## src/rtl/key_table_builder_if.sv

```systemverilog
// Key byte stream between the key-entry front end and the table builder.
// The producer drives key_valid/key_char and the builder answers with key_ready.
interface key_table_builder_if;
  logic       key_valid;
  logic [7:0] key_char;
  logic       key_ready;

  modport master (output key_valid, output key_char, input key_ready);
  modport slave  (input key_valid, input key_char, output key_ready);
endinterface

```

## src/rtl/key_table_builder.sv

```systemverilog
// Key table builder: loads a KEY_LEN-byte key over a valid/ready stream,
// rejects non-alphanumeric or repeated bytes, then fills a TABLE_DIM x TABLE_DIM
// substitution table one cell per cycle and serves it through a registered read port.
module key_table_builder #(
  parameter int TABLE_DIM = 7,
  parameter int KEY_LEN   = 12,
  parameter int CASE_FOLD = 0
) (
  input  logic                         clk,
  input  logic                         rst,
  input  logic                         start,
  key_table_builder_if.slave           key_bus,
  output logic                         busy,
  output logic                         table_valid,
  output logic                         err_repeated_char,
  output logic                         err_invalid_key_char,
  input  logic [$clog2(TABLE_DIM)-1:0] rd_row,
  input  logic [$clog2(TABLE_DIM)-1:0] rd_col,
  output logic [7:0]                   rd_data
);

  localparam int N    = TABLE_DIM - 1;
  localparam int RC_W = $clog2(TABLE_DIM);
  localparam int KC_W = $clog2(KEY_LEN + 1);

  // A key of the wrong length cannot populate the border row/column exactly once.
  if (KEY_LEN != 2 * (TABLE_DIM - 1)) begin : g_bad_key_len
    $error("key_table_builder: KEY_LEN must equal 2*(TABLE_DIM-1)");
  end
  if (TABLE_DIM < 2 || TABLE_DIM > 7) begin : g_bad_dim
    $error("key_table_builder: TABLE_DIM must be in 2..7");
  end

  typedef enum logic [2:0] {
    S_IDLE  = 3'd0,
    S_LOAD  = 3'd1,
    S_BUILD = 3'd2,
    S_DONE  = 3'd3,
    S_ERROR = 3'd4
  } state_t;

  state_t            state;
  state_t            state_next;
  logic [7:0]        key_mem [KEY_LEN];
  logic [KC_W-1:0]   key_cnt;
  logic [7:0]        cells [TABLE_DIM][TABLE_DIM];
  logic [RC_W-1:0]   build_row;
  logic [RC_W-1:0]   build_col;

  logic              accept;
  logic              bad_char;
  logic              repeat_hit;
  logic              byte_err;
  logic              last_byte;
  logic              last_cell;
  logic [7:0]        cell_val;
  int                ri;
  int                ci;
  int                m;
  int                kidx;
  logic              use_key;

  // Alphanumeric ASCII: '0'-'9', 'A'-'Z', 'a'-'z'.
  function automatic logic is_key_char(input logic [7:0] ch);
    return ((ch >= 8'h30) && (ch <= 8'h39)) ||
           ((ch >= 8'h41) && (ch <= 8'h5A)) ||
           ((ch >= 8'h61) && (ch <= 8'h7A));
  endfunction

  // Map lower case onto upper case when the repeat check is case-insensitive.
  function automatic logic [7:0] fold_char(input logic [7:0] ch);
    if ((CASE_FOLD != 0) && (ch >= 8'h61) && (ch <= 8'h7A)) begin
      return ch - 8'h20;
    end else begin
      return ch;
    end
  endfunction

  assign key_bus.key_ready = (state == S_LOAD) && !start;
  assign accept            = key_bus.key_valid && key_bus.key_ready;
  assign busy              = (state == S_LOAD) || (state == S_BUILD);
  assign table_valid       = (state == S_DONE);
  assign last_byte         = (key_cnt == KC_W'(KEY_LEN - 1));
  assign last_cell         = (build_row == RC_W'(N)) && (build_col == RC_W'(N));

  // Validate the incoming byte against the character set and all bytes stored so far.
  always_comb begin
    bad_char   = !is_key_char(key_bus.key_char);
    repeat_hit = 1'b0;
    for (int j = 0; j < KEY_LEN; j++) begin
      repeat_hit = repeat_hit |
                   ((KC_W'(j) < key_cnt) &&
                    (fold_char(key_mem[j]) == fold_char(key_bus.key_char)));
    end
    byte_err = bad_char | repeat_hit;
  end

  // Value of the cell currently addressed by the build counters.
  always_comb begin
    ri       = int'(build_row);
    ci       = int'(build_col);
    m        = 0;
    kidx     = 0;
    use_key  = 1'b0;
    cell_val = 8'h00;
    if ((ri == 0) && (ci == 0)) begin
      cell_val = 8'h00;
    end else if (ci == 0) begin
      use_key = 1'b1;
      kidx    = ((ri % 2) == 1) ? (ri - 1) : (KEY_LEN - ri);
    end else if (ri == 0) begin
      use_key = 1'b1;
      kidx    = ((ci % 2) == 1) ? ci : (KEY_LEN + 1 - ci);
    end else begin
      m        = (ri - 1) * N + (ci - 1);
      cell_val = (m < 26) ? (8'h61 + 8'(m)) : (8'h30 + 8'(m - 26));
    end
    for (int j = 0; j < KEY_LEN; j++) begin
      if (use_key && (j == kidx)) begin
        cell_val = key_mem[j];
      end else begin
        cell_val = cell_val;
      end
    end
  end

  // Next-state logic; start restarts the key load from any non-idle state.
  always_comb begin
    state_next = state;
    case (state)
      S_IDLE: begin
        if (start) state_next = S_LOAD;
        else       state_next = S_IDLE;
      end
      S_LOAD: begin
        if (start)                      state_next = S_LOAD;
        else if (accept && byte_err)    state_next = S_ERROR;
        else if (accept && last_byte)   state_next = S_BUILD;
        else                            state_next = S_LOAD;
      end
      S_BUILD: begin
        if (start)          state_next = S_LOAD;
        else if (last_cell) state_next = S_DONE;
        else                state_next = S_BUILD;
      end
      S_DONE: begin
        if (start) state_next = S_LOAD;
        else       state_next = S_DONE;
      end
      S_ERROR: begin
        if (start) state_next = S_LOAD;
        else       state_next = S_ERROR;
      end
      default: state_next = S_IDLE;
    endcase
  end

  // State register.
  always_ff @(posedge clk) begin
    if (rst) state <= S_IDLE;
    else     state <= state_next;
  end

  // Key capture, error flags and table construction.
  always_ff @(posedge clk) begin
    if (rst) begin
      key_cnt              <= '0;
      build_row            <= '0;
      build_col            <= '0;
      err_repeated_char    <= 1'b0;
      err_invalid_key_char <= 1'b0;
      for (int j = 0; j < KEY_LEN; j++) key_mem[j] <= 8'h00;
      for (int r = 0; r < TABLE_DIM; r++)
        for (int c = 0; c < TABLE_DIM; c++) cells[r][c] <= 8'h00;
    end else if (start) begin
      key_cnt              <= '0;
      build_row            <= '0;
      build_col            <= '0;
      err_repeated_char    <= 1'b0;
      err_invalid_key_char <= 1'b0;
      for (int r = 0; r < TABLE_DIM; r++)
        for (int c = 0; c < TABLE_DIM; c++) cells[r][c] <= 8'h00;
    end else begin
      if (accept) begin
        if (byte_err) begin
          err_repeated_char    <= err_repeated_char | repeat_hit;
          err_invalid_key_char <= err_invalid_key_char | bad_char;
        end else begin
          key_mem[key_cnt] <= key_bus.key_char;
          key_cnt          <= key_cnt + KC_W'(1);
        end
      end
      if (state == S_BUILD) begin
        cells[build_row][build_col] <= cell_val;
        if (build_col == RC_W'(N)) begin
          build_col <= '0;
          build_row <= build_row + RC_W'(1);
        end else begin
          build_col <= build_col + RC_W'(1);
        end
      end
    end
  end

  // Registered read port; zero unless a completed table is addressed in range.
  always_ff @(posedge clk) begin
    if (rst || start) begin
      rd_data <= 8'h00;
    end else if ((state == S_DONE) && (int'(rd_row) < TABLE_DIM) &&
                 (int'(rd_col) < TABLE_DIM)) begin
      rd_data <= cells[rd_row][rd_col];
    end else begin
      rd_data <= 8'h00;
    end
  end

endmodule
```

## src/flat_wrapper.sv

```systemverilog
// flat-port wrapper written by rule: the top's interface ports become plain ports
module key_table_builder_flat 
#(
  parameter int TABLE_DIM = 7,
  parameter int KEY_LEN   = 12,
  parameter int CASE_FOLD = 0
)
  (clk, rst, start, busy, table_valid, err_repeated_char, err_invalid_key_char, rd_row, rd_col, rd_data, key_bus_key_valid, key_bus_key_char, key_bus_key_ready);
  key_table_builder_if key_bus_i ();
  input  logic clk;
  input  logic rst;
  input  logic start;
  output logic busy;
  output logic table_valid;
  output logic err_repeated_char;
  output logic err_invalid_key_char;
  input  logic [$clog2(TABLE_DIM)-1:0] rd_row;
  input  logic [$clog2(TABLE_DIM)-1:0] rd_col;
  output logic [7:0] rd_data;
  input wire logic [$bits(key_bus_i.key_valid)-1:0] key_bus_key_valid;
  input wire logic [$bits(key_bus_i.key_char)-1:0] key_bus_key_char;
  output wire logic [$bits(key_bus_i.key_ready)-1:0] key_bus_key_ready;
  assign key_bus_i.key_valid = key_bus_key_valid;
  assign key_bus_i.key_char = key_bus_key_char;
  assign key_bus_key_ready = key_bus_i.key_ready;
  key_table_builder #(.TABLE_DIM(TABLE_DIM), .KEY_LEN(KEY_LEN), .CASE_FOLD(CASE_FOLD)) u_core (.clk(clk), .rst(rst), .start(start), .key_bus(key_bus_i), .busy(busy), .table_valid(table_valid), .err_repeated_char(err_repeated_char), .err_invalid_key_char(err_invalid_key_char), .rd_row(rd_row), .rd_col(rd_col), .rd_data(rd_data));
endmodule
```

## config.mk

```make
export PLATFORM = sky130hd
export DESIGN_NAME = key_table_builder_flat
export DESIGN_NICKNAME = d
export VERILOG_FILES = /design/src/rtl/key_table_builder_if.sv /design/src/rtl/key_table_builder.sv /design/src/flat_wrapper.sv
export SDC_FILE = /design/constraint.sdc
export NUM_CORES = 1
export LEC_CHECK = 0
export CAP_MARGIN = 20
export CORE_ASPECT_RATIO = 2
export CORE_MARGIN = 5
export CORE_UTILIZATION = 38
export CTS_CLUSTER_SIZE = 24
export DETAILED_ROUTE_END_ITERATION = 8
export PLACE_DENSITY = 0.52
export SETUP_SLACK_MARGIN = 0.1
export SLEW_MARGIN = 20
export SYNTH_ARGS = -nofsm -noshare
export SYNTH_HDL_FRONTEND = slang
export SYNTH_SLANG_ARGS = --single-unit
```

## constraint.sdc

```tcl
create_clock -name clk -period 9.37 [get_ports clk]
set_clock_uncertainty 0.05 [all_clocks]
set_input_delay 1.874 -clock clk [delete_from_list [all_inputs] [get_ports clk]]
set_output_delay 1.874 -clock clk [all_outputs]
set_load 0.05 [all_outputs]
```

==> summary.md, run 1 <==
| Metric | Value |
|---|---|
| Final Hold Viols | `0` |
| Peak supply drop | `217 uV` |
| Setup repair after global routing missed its margin | `false` |
| Count leader, synth | `sky130_fd_sc_hd__edfxtp_1` |
| Final cell area excluding filler cells | `31200 sq um` |
| Combinational cell fraction of total power | `0.063` |
| Count of antenna-violating nets left after detailed routing | `0` |
| Number of nets in the layout | `2312` |
| Clock tree from TritonCTS | `done` |
| Core Rows | `141` |
| Avg WL per Cell | `30.7 um` |
| Post-synth top cells | `544 x sky130_fd_sc_hd__edfxtp_1, 471 x sky130_fd_sc_hd__nor2_1, 177 x sky130_fd_sc_hd__nand2_1, 97 x sky130_fd_sc_hd__mux4_2, 75 x sky130_fd_sc_hd__clkbuf_1` |
| Clock input transition at the sequential cells of the worst setup and hold paths | `0.07 ns` |
| Area post-placement | `29500 sq um` |
| Htree depth | `2` |
| Power Internal | `4.18 mW` |
| Gr usage total | `0.244` |
| Portion of the post-synthesis area used by sequential elements | `0.597` |
| Syn Std Cell Area | `28100 sq um` |
| Share of power burned in registers | `0.535` |
| DR vias/cell | `5.90` |
| Total clock buffers created by CTS | `51` |
| Number of remaining DRC errors | `0` |
| Maximum operating frequency | `0.121 GHz` |
| Buffer levels on the longest clock path | `3` |
| Hold buffer count at cts | `0` |
| Total length of routed wires | `99000 um` |
| Max Transition Viols Final | `0` |
| Weighted congestion at the end of routability-driven global placement | `1.04` |
| Number of buffer and inverter stages on the critical path | `6` |
| TNS Setup | `0 ns` |
| Crit path arrival time | `8.62 ns` |
| Nature of the critical path endpoint | `flip-flop` |
| Wire length of the first global-routing pass | `142000 um` |
| TritonRoute pass-1 iters | `6` |
| Synth-to-Final Area Change | `10.9%` |
| Total setup violations reported at the end of the flow | `0` |
| Number of resized instances in the post-cts repair step | `0` |
| Area share of the largest cell type after synthesis | `0.581` |
| Post-synth EDFFs | `544` |
| Pleak | `10.5 nW` |
| Relative slew margins | `0.197` |
| Library cell occupying the most area in the post-synthesis netlist | `sky130_fd_sc_hd__edfxtp_1` |
| Fraction of the cycle the final worst path needs | `0.881` |
| Worst slew pin tran | `1.20 ns` |
| Clock latency reported for the late side of the worst-skew pair | `0.61 ns` |
| Overall via count from detail_route | `19009` |
| Worst setup SP type | `flip-flop` |
| Layout cells sized above 1 | `0.132` |
| Tmin final | `8.26 ns` |
| Num ports | `31` |
| Combinational family with the most area after synthesis | `simple AND/OR/NAND/NOR gates` |
| Highest net fanout along the worst path | `38` |
| Xor/xnor cell area share of the yosys netlist | `0.0353` |
| Synth Instances | `2253` |
| Vert. Die Dim | `395 um` |
| Detail Placement HPWL | `73000 um` |
| Adder-Cell Fraction of Synth Area | `0.0235` |
| Maximum number of pins on one net before global-route repair | `94` |
| Overflow left after global routing | `0` |
| Cell chosen for the clock root | `sky130_fd_sc_hd__clkbuf_16` |
| Class of the tightest hold or removal check | `flip-flop to flip-flop` |
| CTS sink cnt | `567` |
| Synth Warn # | `0` |
| Post-synthesis simple-gate area fraction | `0.138` |
| Family of cells with the greatest summed delay on the critical path | `adder cells` |
| Top area cells in the synthesized netlist | `sky130_fd_sc_hd__edfxtp_1 58%, sky130_fd_sc_hd__mux4_2 7.8%, sky130_fd_sc_hd__nor2_1 6.3%, sky130_fd_sc_hd__nand2_1 2.4%, sky130_fd_sc_hd__mux2i_1 2.2%` |
| Count of distinct cell types in the synthesized netlist | `85` |
| Fraction of synthesis flops using an asynchronous set or reset pin | `0` |
| Multiplexer share of the synthesized area | `0.104` |
| Slowest stage cell on the critical path | `sky130_fd_sc_hd__a2111oi_1` |
| Switching portion of total power | `0.229` |
| Cell with the most instances on the worst path | `sky130_fd_sc_hd__ha_1` |
| Worst Setup Path Type | `flip-flop to flip-flop` |
| DR iter-0 viols | `1592` |
| Total of buffers placed on input and output ports | `30` |
| Effective utilization at floorplan | `0.381` |
| Required time of the critical path | `9.73 ns` |
| Initial antenna violation count | `3` |
| Fill cell total of the finished layout | `6857` |
| Sw Pwr | `1.24 mW` |
| Biggest cell delay along the critical path | `1.17 ns` |
| Synth Area in Compound Gates | `0.0693` |
| Share of power burned in the clock network | `0.402` |
| Avg Inst Size Synth | `12.5 sq um` |
| Overall die area | `79900 sq um` |
| Die X-Extent | `202 um` |
| Commonest register cell after synthesis | `sky130_fd_sc_hd__edfxtp_1` |
| Post-CTS repair timing setup buffer count | `0` |
| Outcome | `finished clean` |
| Max-capacitance violation count | `0` |
| Via count of the first global-routing pass | `19578` |
| Cell area power density | `174 nW/um^2` |
| Number of synthesized register bits | `567` |
| Placeable core region | `73700 sq um` |
[cells by family (layout without fill, tap and decap cells)]
kind of cell,count (synthesis),count (layout)
and+or+nand+nor,880,880
DFF,567,567
AOI/OAI and AO/OA,278,278
buffers and inverters,202,225
muxes,169,169
xor gates and xnor gates,111,111
adders and majority gates,45,45
other,1,16
[layout by cell type (no fill, tap or decap), drive strengths merged, types with 21 or more instances in the layout]
cell type and n:
clkdlybuf4s50 27, nor3 40, clkbuf 65, nand2 177
edfxtp 544, nand3 28, nor4 58, a211oi 32
inv 43, a21oi 61, mux2i 61, buf 64
nor2b 21, ha 32, o21ai 59, xnor2 50
xor2 60, mux4 97, dfxtp 23, nor2 471
[cell type report]
class | instances | area [sq um] | area share
Inverter | 42 | 158 | 0.00505
Clock inverter | 27 | 304 | 0.00975
Sequential cell | 567 | 16800 | 0.538
Clock buffer | 64 | 1380 | 0.0441
Antenna cell | 4 | 10.0 | 0.000321
Multi-Input combinational cell | 1495 | 10600 | 0.339
Timing Repair Buffer | 92 | 816 | 0.0262
Tap cell | 929 | 1160 | 0.0373
[power groups by stage]
stage	Sequential (mW)	Clock [mW]	Combinational (mW)
after floorplan	2.93	0	0.219
after global placement	2.95	0	0.341
after detailed placement	2.95	0	0.343
after CTS	2.90	2.21	0.344
after global routing	2.90	2.30	0.358
final	2.90	2.18	0.342
[worst register-to-register path, stage by stage, from the launching register on]
cell and delay, ns:
sky130_fd_sc_hd__dfxtp_1 0.65, sky130_fd_sc_hd__clkinv_1 0.35, sky130_fd_sc_hd__ha_1 0.32, sky130_fd_sc_hd__ha_1 0.27, sky130_fd_sc_hd__inv_1 0.07, sky130_fd_sc_hd__ha_1 0.28
sky130_fd_sc_hd__ha_1 0.13, sky130_fd_sc_hd__inv_1 0.05, sky130_fd_sc_hd__fa_1 0.47, sky130_fd_sc_hd__inv_1 0.05, sky130_fd_sc_hd__ha_1 0.33, sky130_fd_sc_hd__or2_2 0.15
sky130_fd_sc_hd__and3_1 0.27, sky130_fd_sc_hd__nor2_1 0.07, sky130_fd_sc_hd__nor2_1 0.20, sky130_fd_sc_hd__nor2_1 0.12, sky130_fd_sc_hd__fa_1 0.43, sky130_fd_sc_hd__fa_1 0.51
sky130_fd_sc_hd__or4_1 0.55, sky130_fd_sc_hd__a2111oi_2 0.30, sky130_fd_sc_hd__o2111a_2 0.30, sky130_fd_sc_hd__o211ai_2 0.29, sky130_fd_sc_hd__a2111oi_1 1.17, sky130_fd_sc_hd__a211oi_4 0
sky130_fd_sc_hd__buf_4 0.36, sky130_fd_sc_hd__inv_1 0.32
[flip-flops by register name (all words and copies together) (netlist names)]
| name | cells |
|---|---|
| u_core.build_col | 3 |
| u_core.build_row | 3 |
| u_core.cells | 448 |
| u_core.err_invalid_key_char | 1 |
| u_core.err_repeated_char | 1 |
| u_core.key_cnt | 4 |
| u_core.key_mem | 96 |
| u_core.rd_data | 8 |
| u_core.state | 3 |
[per-stage QoR]
stage | hold WS, ns | total power, mW | cells | setup slack (ns) | util
finish | 0.440 | 5.42 | 3220 | 1.11 | 0.423
global placement | 0.407 | 3.29 | 3124 | 0.447 | 0.400
floorplan | 0.464 | 3.15 | 2264 | 2.74 | -
detailed placement | 0.411 | 3.30 | 3125 | 1.19 | 0.400
global route | 0.456 | 5.56 | 3216 | 0.697 | 0.423
CTS | 0.432 | 5.45 | 3216 | 1.14 | 0.423
[path summary, 6_finish.rpt]
path                             from  cells past startpoint                  endpoint  slack (ns)
max reg2reg       u_core.build_row[0]                     25       u_core.cells[7][17]        1.11
min reg2reg  u_core.err_repeated_char                      1  u_core.err_repeated_char        0.44
max               u_core.build_row[0]                     25       u_core.cells[7][17]        1.11
min          u_core.err_repeated_char                      1  u_core.err_repeated_char        0.44
[routing by layer]
metal	track usage	wire, um	part of all wire
met3	0.0282	4180	0.042
met5	0	0	0
met4	0.179	9670	0.098
met2	0.467	54000	0.55
met1	0.236	31100	0.31
Power figures use the tool's default switching activity.
==> run 2, diff against run 1 <==
CORE_MARGIN = default   (was 5)
HOLD_SLACK_MARGIN = 0.05   (was default)
SLEW_MARGIN = default   (was 20)
==> summary.md, run 2 (synthesis results as in run 1) <==
| Metric | Value |
|---|---|
| Worst Setup Path Type | `flip-flop to flip-flop` |
| Outcome | `finished clean` |
| Overall die area | `75200 sq um` |
| Max-capacitance violation count | `0` |
| Wire length of the first global-routing pass | `143000 um` |
| Overall via count from detail_route | `18880` |
| Sw Pwr | `1.28 mW` |
| Num ports | `31` |
| Most common cell after layout, fill and taps aside | `sky130_fd_sc_hd__edfxtp_1` |
| Commonest non-fill, non-tap cells in the layout | `544 x sky130_fd_sc_hd__edfxtp_1, 469 x sky130_fd_sc_hd__nor2_1, 177 x sky130_fd_sc_hd__nand2_1` |
| Gr usage total | `0.269` |
| TNS Setup | `0 ns` |
| Slowest stage cell on the critical path | `sky130_fd_sc_hd__dfxtp_1` |
| Maximum operating frequency | `0.123 GHz` |
| Core Rows | `140` |
| Max reg flops | `448` |
| Number of nets in the layout | `2313` |
| Final Hold Viols | `0` |
| Weighted congestion at the end of routability-driven global placement | `1.04` |
| Crit path arrival time | `8.38 ns` |
| Setup slack after layout | `1.24 ns` |
| CTS sink cnt | `567` |
| Detail Placement HPWL | `73200 um` |
| Class of the tightest hold or removal check | `flip-flop to flip-flop` |
| Initial antenna violation count | `1` |
| Peak supply drop | `144 uV` |
| Max Transition Viols Final | `0` |
| Pleak | `10.5 nW` |
| Hold buffer count at cts | `0` |
| Avg WL per Cell | `31.2 um` |
| Fill cell total of the finished layout | `6791` |
| Share of power burned in the clock network | `0.413` |
| Worst R2R Setup Slack | `1.24 ns` |
| Switching portion of total power | `0.231` |
| DR iter-0 viols | `1489` |
| Family of cells with the greatest summed delay on the critical path | `adder cells` |
| Worst setup SP type | `flip-flop` |
| Register name with the most flops | `u_core.cells` |
| Clock tree from TritonCTS | `done` |
| Relative slew margins | `0.260` |
| Cell chosen for the clock root | `sky130_fd_sc_hd__clkbuf_16` |
| Power Internal | `4.24 mW` |
| Biggest cell delay along the critical path | `0.66 ns` |
| Tmin final | `8.13 ns` |
| TritonRoute pass-1 iters | `6` |
| Synth-to-Final Area Change | `11.0%` |
| Vert. Die Dim | `387 um` |
| Via count of the first global-routing pass | `19518` |
| Total setup violations reported at the end of the flow | `0` |
| Required time of the critical path | `9.62 ns` |
| Nature of the critical path endpoint | `flip-flop` |
| Count of antenna-violating nets left after detailed routing | `0` |
| Top Registers | `u_core.cells x448, u_core.key_mem x96, u_core.rd_data x8` |
| Cell area power density | `177 nW/um^2` |
| Setup repair after global routing missed its margin | `false` |
| Maximum number of pins on one net before global-route repair | `60` |
| Total of buffers placed on input and output ports | `30` |
| Die X-Extent | `194 um` |
| Fraction of the cycle the final worst path needs | `0.868` |
| Post-CTS repair timing setup buffer count | `0` |
| Placeable core region | `73000 sq um` |
| Number of buffer and inverter stages on the critical path | `5` |
| Worst slack at placement | `1.07 ns` |
| Number of remaining DRC errors | `0` |
| Number of resized instances in the post-cts repair step | `0` |
| Clock latency reported for the late side of the worst-skew pair | `0.64 ns` |
| Buffer levels on the longest clock path | `3` |
| Overflow left after global routing | `0` |
| Total length of routed wires | `100000 um` |
| Total clock buffers created by CTS | `52` |
| Highest net fanout along the worst path | `22` |
| Cell with the most instances on the worst path | `sky130_fd_sc_hd__ha_1` |
| Htree depth | `2` |
| Clock input transition at the sequential cells of the worst setup and hold paths | `0.07 ns` |
| Combinational cell fraction of total power | `0.061` |
| Layout cells sized above 1 | `0.135` |
| DR vias/cell | `5.87` |
| Worst slew pin tran | `1.11 ns` |
| Share of power burned in registers | `0.526` |
| Effective utilization at floorplan | `0.385` |
==> run 2: worst paths after layout <==
kind,start,endpoint,cells past startpoint
worst max-delay path,u_core.build_row[0],u_core.cells[7][13],26
worst min-delay path,u_core.err_repeated_char,u_core.err_repeated_char,1
worst max register to register,u_core.build_row[0],u_core.cells[7][13],26
worst min register to register,u_core.err_repeated_char,u_core.err_repeated_char,1
==> run 2: metal layers <==
| metal | share of wire | global-route usage |
|---|---|---|
| met1 | 0.32 | 0.256 |
| met2 | 0.55 | 0.512 |
| met3 | 0.038 | 0.0312 |
| met4 | 0.097 | 0.220 |
| met5 | 0 | 0 |
==> run 2: layout make-up <==
class,count,area (sq um),area share
Antenna cell,1,2.50,0.0000802
Clock buffer,60,1360,0.0436
Clock inverter,36,415,0.0133
Inverter,42,158,0.00505
Multi-Input combinational cell,1495,10600,0.338
Sequential cell,567,16800,0.538
Tap cell,923,1150,0.0370
Timing Repair Buffer,92,767,0.0246
==> run 2: power groups by stage <==
| stage | combinational (mW) | clock, mW | sequential (mW) |
|---|---|---|---|
| final | 0.337 | 2.28 | 2.90 |
| after CTS | 0.342 | 2.31 | 2.90 |
| after global routing | 0.356 | 2.39 | 2.91 |
| after global placement | 0.338 | 0 | 2.95 |
| after floorplan | 0.219 | 0 | 2.93 |
| after detailed placement | 0.341 | 0 | 2.96 |
==> run 2: through the flow <==
step	cells	utilization	hold slack (ns)	total power [mW]	area (sq um)
floorplan	2264	-	0.464	3.15	28200
global placement	3114	0.402	0.405	3.29	29400
detailed placement	3116	0.403	0.408	3.30	29400
CTS	3212	0.427	0.427	5.55	31200
global route	3215	0.427	0.449	5.65	31200
finish	3216	0.427	0.422	5.52	31200
==> patch: new RTL, config.mk and constraints of run 1 <==
Put one more register stage on the output `err_invalid_key_char`, with the module's reset. The value now appears one clock later. The other outputs are not delayed to match.
--- a/src/rtl/key_table_builder.sv
+++ b/src/rtl/key_table_builder.sv
@@ -23,6 +23,8 @@
   localparam int RC_W = $clog2(TABLE_DIM);
   localparam int KC_W = $clog2(KEY_LEN + 1);
 
+  logic err_invalid_key_char_s0;
+
   // A key of the wrong length cannot populate the border row/column exactly once.
   if (KEY_LEN != 2 * (TABLE_DIM - 1)) begin : g_bad_key_len
     $error("key_table_builder: KEY_LEN must equal 2*(TABLE_DIM-1)");
@@ -168,7 +170,7 @@
       build_row            <= '0;
       build_col            <= '0;
       err_repeated_char    <= 1'b0;
-      err_invalid_key_char <= 1'b0;
+      err_invalid_key_char_s0 <= 1'b0;
       for (int j = 0; j < KEY_LEN; j++) key_mem[j] <= 8'h00;
       for (int r = 0; r < TABLE_DIM; r++)
         for (int c = 0; c < TABLE_DIM; c++) cells[r][c] <= 8'h00;
@@ -177,14 +179,14 @@
       build_row            <= '0;
       build_col            <= '0;
       err_repeated_char    <= 1'b0;
-      err_invalid_key_char <= 1'b0;
+      err_invalid_key_char_s0 <= 1'b0;
       for (int r = 0; r < TABLE_DIM; r++)
         for (int c = 0; c < TABLE_DIM; c++) cells[r][c] <= 8'h00;
     end else begin
       if (accept) begin
         if (byte_err) begin
           err_repeated_char    <= err_repeated_char | repeat_hit;
-          err_invalid_key_char <= err_invalid_key_char | bad_char;
+          err_invalid_key_char_s0 <= err_invalid_key_char_s0 | bad_char;
         end else begin
           key_mem[key_cnt] <= key_bus.key_char;
           key_cnt          <= key_cnt + KC_W'(1);
@@ -214,4 +216,12 @@
     end
   end
 
+  always_ff @(posedge clk) begin
+    if (rst) begin
+      err_invalid_key_char <= '0;
+    end else begin
+      err_invalid_key_char <= err_invalid_key_char_s0;
+    end
+  end
+
 endmodule
Function: not settled (the Yosys comparison gave no result); the edit may change what the design does.
==> patch against run 1 <==
Synthesized area fell by 0.59%; via count fell by 3.7%; first-iteration DRC count fell by 17%; sequential cell count rose by 1; power fell by 1.2%; combinational power fell by 8.8%; wire length fell by 7.8%; fmax rose by 11%; worst setup slack improved by 0.79 ns; sequential share of layout area rose by 0.70 points; count of clock-buffer cells in the layout did not move; core utilization barely moved; design area fell by 1.2%; largest cell class unchanged.
==> patch: results (changes against run 1) <==
* PortBufs at 30 (unchanged)
* Peak supply drop at 0.140 mV (-36%)
* Gpl congestion at 0.982 (-5.4%)
* Initial DRC Count at 1,315 (-17%)
* Wirelength per Cell at 28.5 um (-7.2%)
* Num CTS Buffers at 53 (+3.9%)
* Initial antenna violation count at 0 (-3)
* DR vias/cell at 5.72 (-3.1%)
* Wire length of the first global-routing pass at 132,000 um (-6.8%)
* CP max FO at 18 (-53%)
* Clk pin slew, worst setup/hold paths at 0.06 ns
* FF-to-FF setup slack at 1.91 ns (+0.79 ns)
* Biggest registers after layout: u_core.cells: 448 flops, u_core.key_mem: 96 flops, u_core.rd_data: 8 flops
* DRT Pass-1 Iters at 5 (-1)
* Share of layout cells above drive strength 1 at 12.3% (-0.96 points)
* Worst path arrival time at 7.76 ns (-0.86 ns)
* H-tree depth at 2 (unchanged)
* Resized cells post-CTS at 0 (unchanged)
* Clk Latency, worst-skew pair at 0.62 ns
* Post-DP HPWL at 66,600 um (-8.7%)
* Slowest cell delay on critical path at 0.98 ns (-0.19 ns)
* Synth async-reset ratio at 0% (unchanged)
* Pin count of the biggest net entering global routing at 103 (+9.6%)
* Seq/Total Area, Yosys at 60.2% (+0.42 points)
* Vias in the first global route at 19,100 (-2.6%)
* Post-synth EDFFs at 544 (unchanged)
* Hold Worst Slack at 0.417 ns (-0.0230 ns)
* Largest buffer count on any clock path at 3 (unchanged)
* GR Util All Layers at 22.6% (-1.8 points)
* Fin nets at 2,306 (-0.26%)
* Synth top cells by count: edfxtp_1, nor2_1, nand2_1
* DP Worst Slack at 2.00 ns (+0.812 ns)
* Synthesis Warnings at 0 (unchanged)
* DP Area at 29,200 um^2 (-1.1%)
* Slew HR at 25.7% (+6.0 points)
* Status: completed
* Cell family with most CP delay: adder cells
* DRC violations left at 0 (unchanged)
* HP Class: reg2reg
* LEAKAGE at 0.0101 uW (-3.1%)
* Post-synth cell types at 88 (+3.5%)
* Period utilisation layout at 79.6% (-8.5 points)
* Dominant cells by area after synthesis: edfxtp_1, mux4_2, nor2_1
* Setup Buffers After CTS at 0 (unchanged)
* CTS Root Cell: clkbuf_16
* Critical-path top delay cell: a211oi_4
* Primary FF master, synth: edfxtp_1
* Ant diodes at 0 (-4)
==> patch: changes by cell type after synthesis, sizes merged, moves of 6 or more <==
cell / change
nor3: -6
a21oi: -8
xnor2: +11
nand2: +6
o21bai: +10
nor2: +67
xor2: -12
a211oi: +6
clkbuf: -14
nor4: -40
nor3b: -11
==> patch: through the flow <==
step / std cells / power, uW
after floorplan: 2261 / 3140
after global placement: 3110 / 3270
after detailed placement: 3110 / 3270
after CTS: 3200 / 5390
after global routing: 3201 / 5500
final: 3201 / 5350
==> patch: final cells by class <==
class / count / area (um^2)
fillers: 6785 / 42000
flip-flops and latches: 568 / 16800
multi-input cells: 1499 / 10400
clock buffers: 64 / 1390
well taps: 923 / 1150
repair buffers: 75 / 647
clock inverters: 26 / 263
inverters: 46 / 173
==> patch: kinds of logic after synthesis <==
logic type	count (synthesis)	synth area share, %
xor+xnor	109	3.44
simple gates	900	14.0
compound gates	273	6.78
other cells	1	0.0134
fa+ha+maj	45	2.36
flops	568	60.2
mux	160	10.0
buf+inv	194	3.24
==> patch: worst reg2reg max path: stages, from the launching register on <==
cell and delay, ns:
dfxtp_1 0.65, inv_1 0.25, ha_1 0.29, ha_1 0.31
inv_1 0.07, ha_1 0.27, ha_1 0.14, inv_1 0.05
fa_1 0.48, inv_1 0.04, ha_1 0.34, a21oi_1 0.14
a21boi_0 0.34, o21a_1 0.23, nor2_1 0.10, fa_1 0.41
fa_1 0.49, nand4_1 0.09, a311oi_1 0.40, a21oi_2 0.23
xnor2_1 0.18, o21ai_0 0.16, a211oi_4 0.98, buf_4 0.42
nor2_1 0.10
==> patch: path summary, 6_finish.rpt <==
kind	start	end	cells past startpoint
setup / recovery	u_core.build_row[0]	u_core.cells[0][24]	24
hold / removal	u_core.err_invalid_key_char_s0	u_core.err_invalid_key_char	1
setup reg to reg	u_core.build_row[0]	u_core.cells[0][24]	24
hold reg to reg	u_core.err_invalid_key_char_s0	u_core.err_invalid_key_char	1
==> patch: layer usage <==
layer,track usage [%],routed length [um],vias to the layer above
li1,-,-,8176
met1,22.0,29000,9263
met2,44.6,51800,621
met3,2.08,3340,245
met4,14.3,7190,0
met5,0,0,-
==> patch: where the power goes <==
part	internal, uW	switching [uW]	leakage, uW
Sequential	2860	45.3	0.00602
Clock	1170	974	0.000795
Combinational	114	198	0.00333
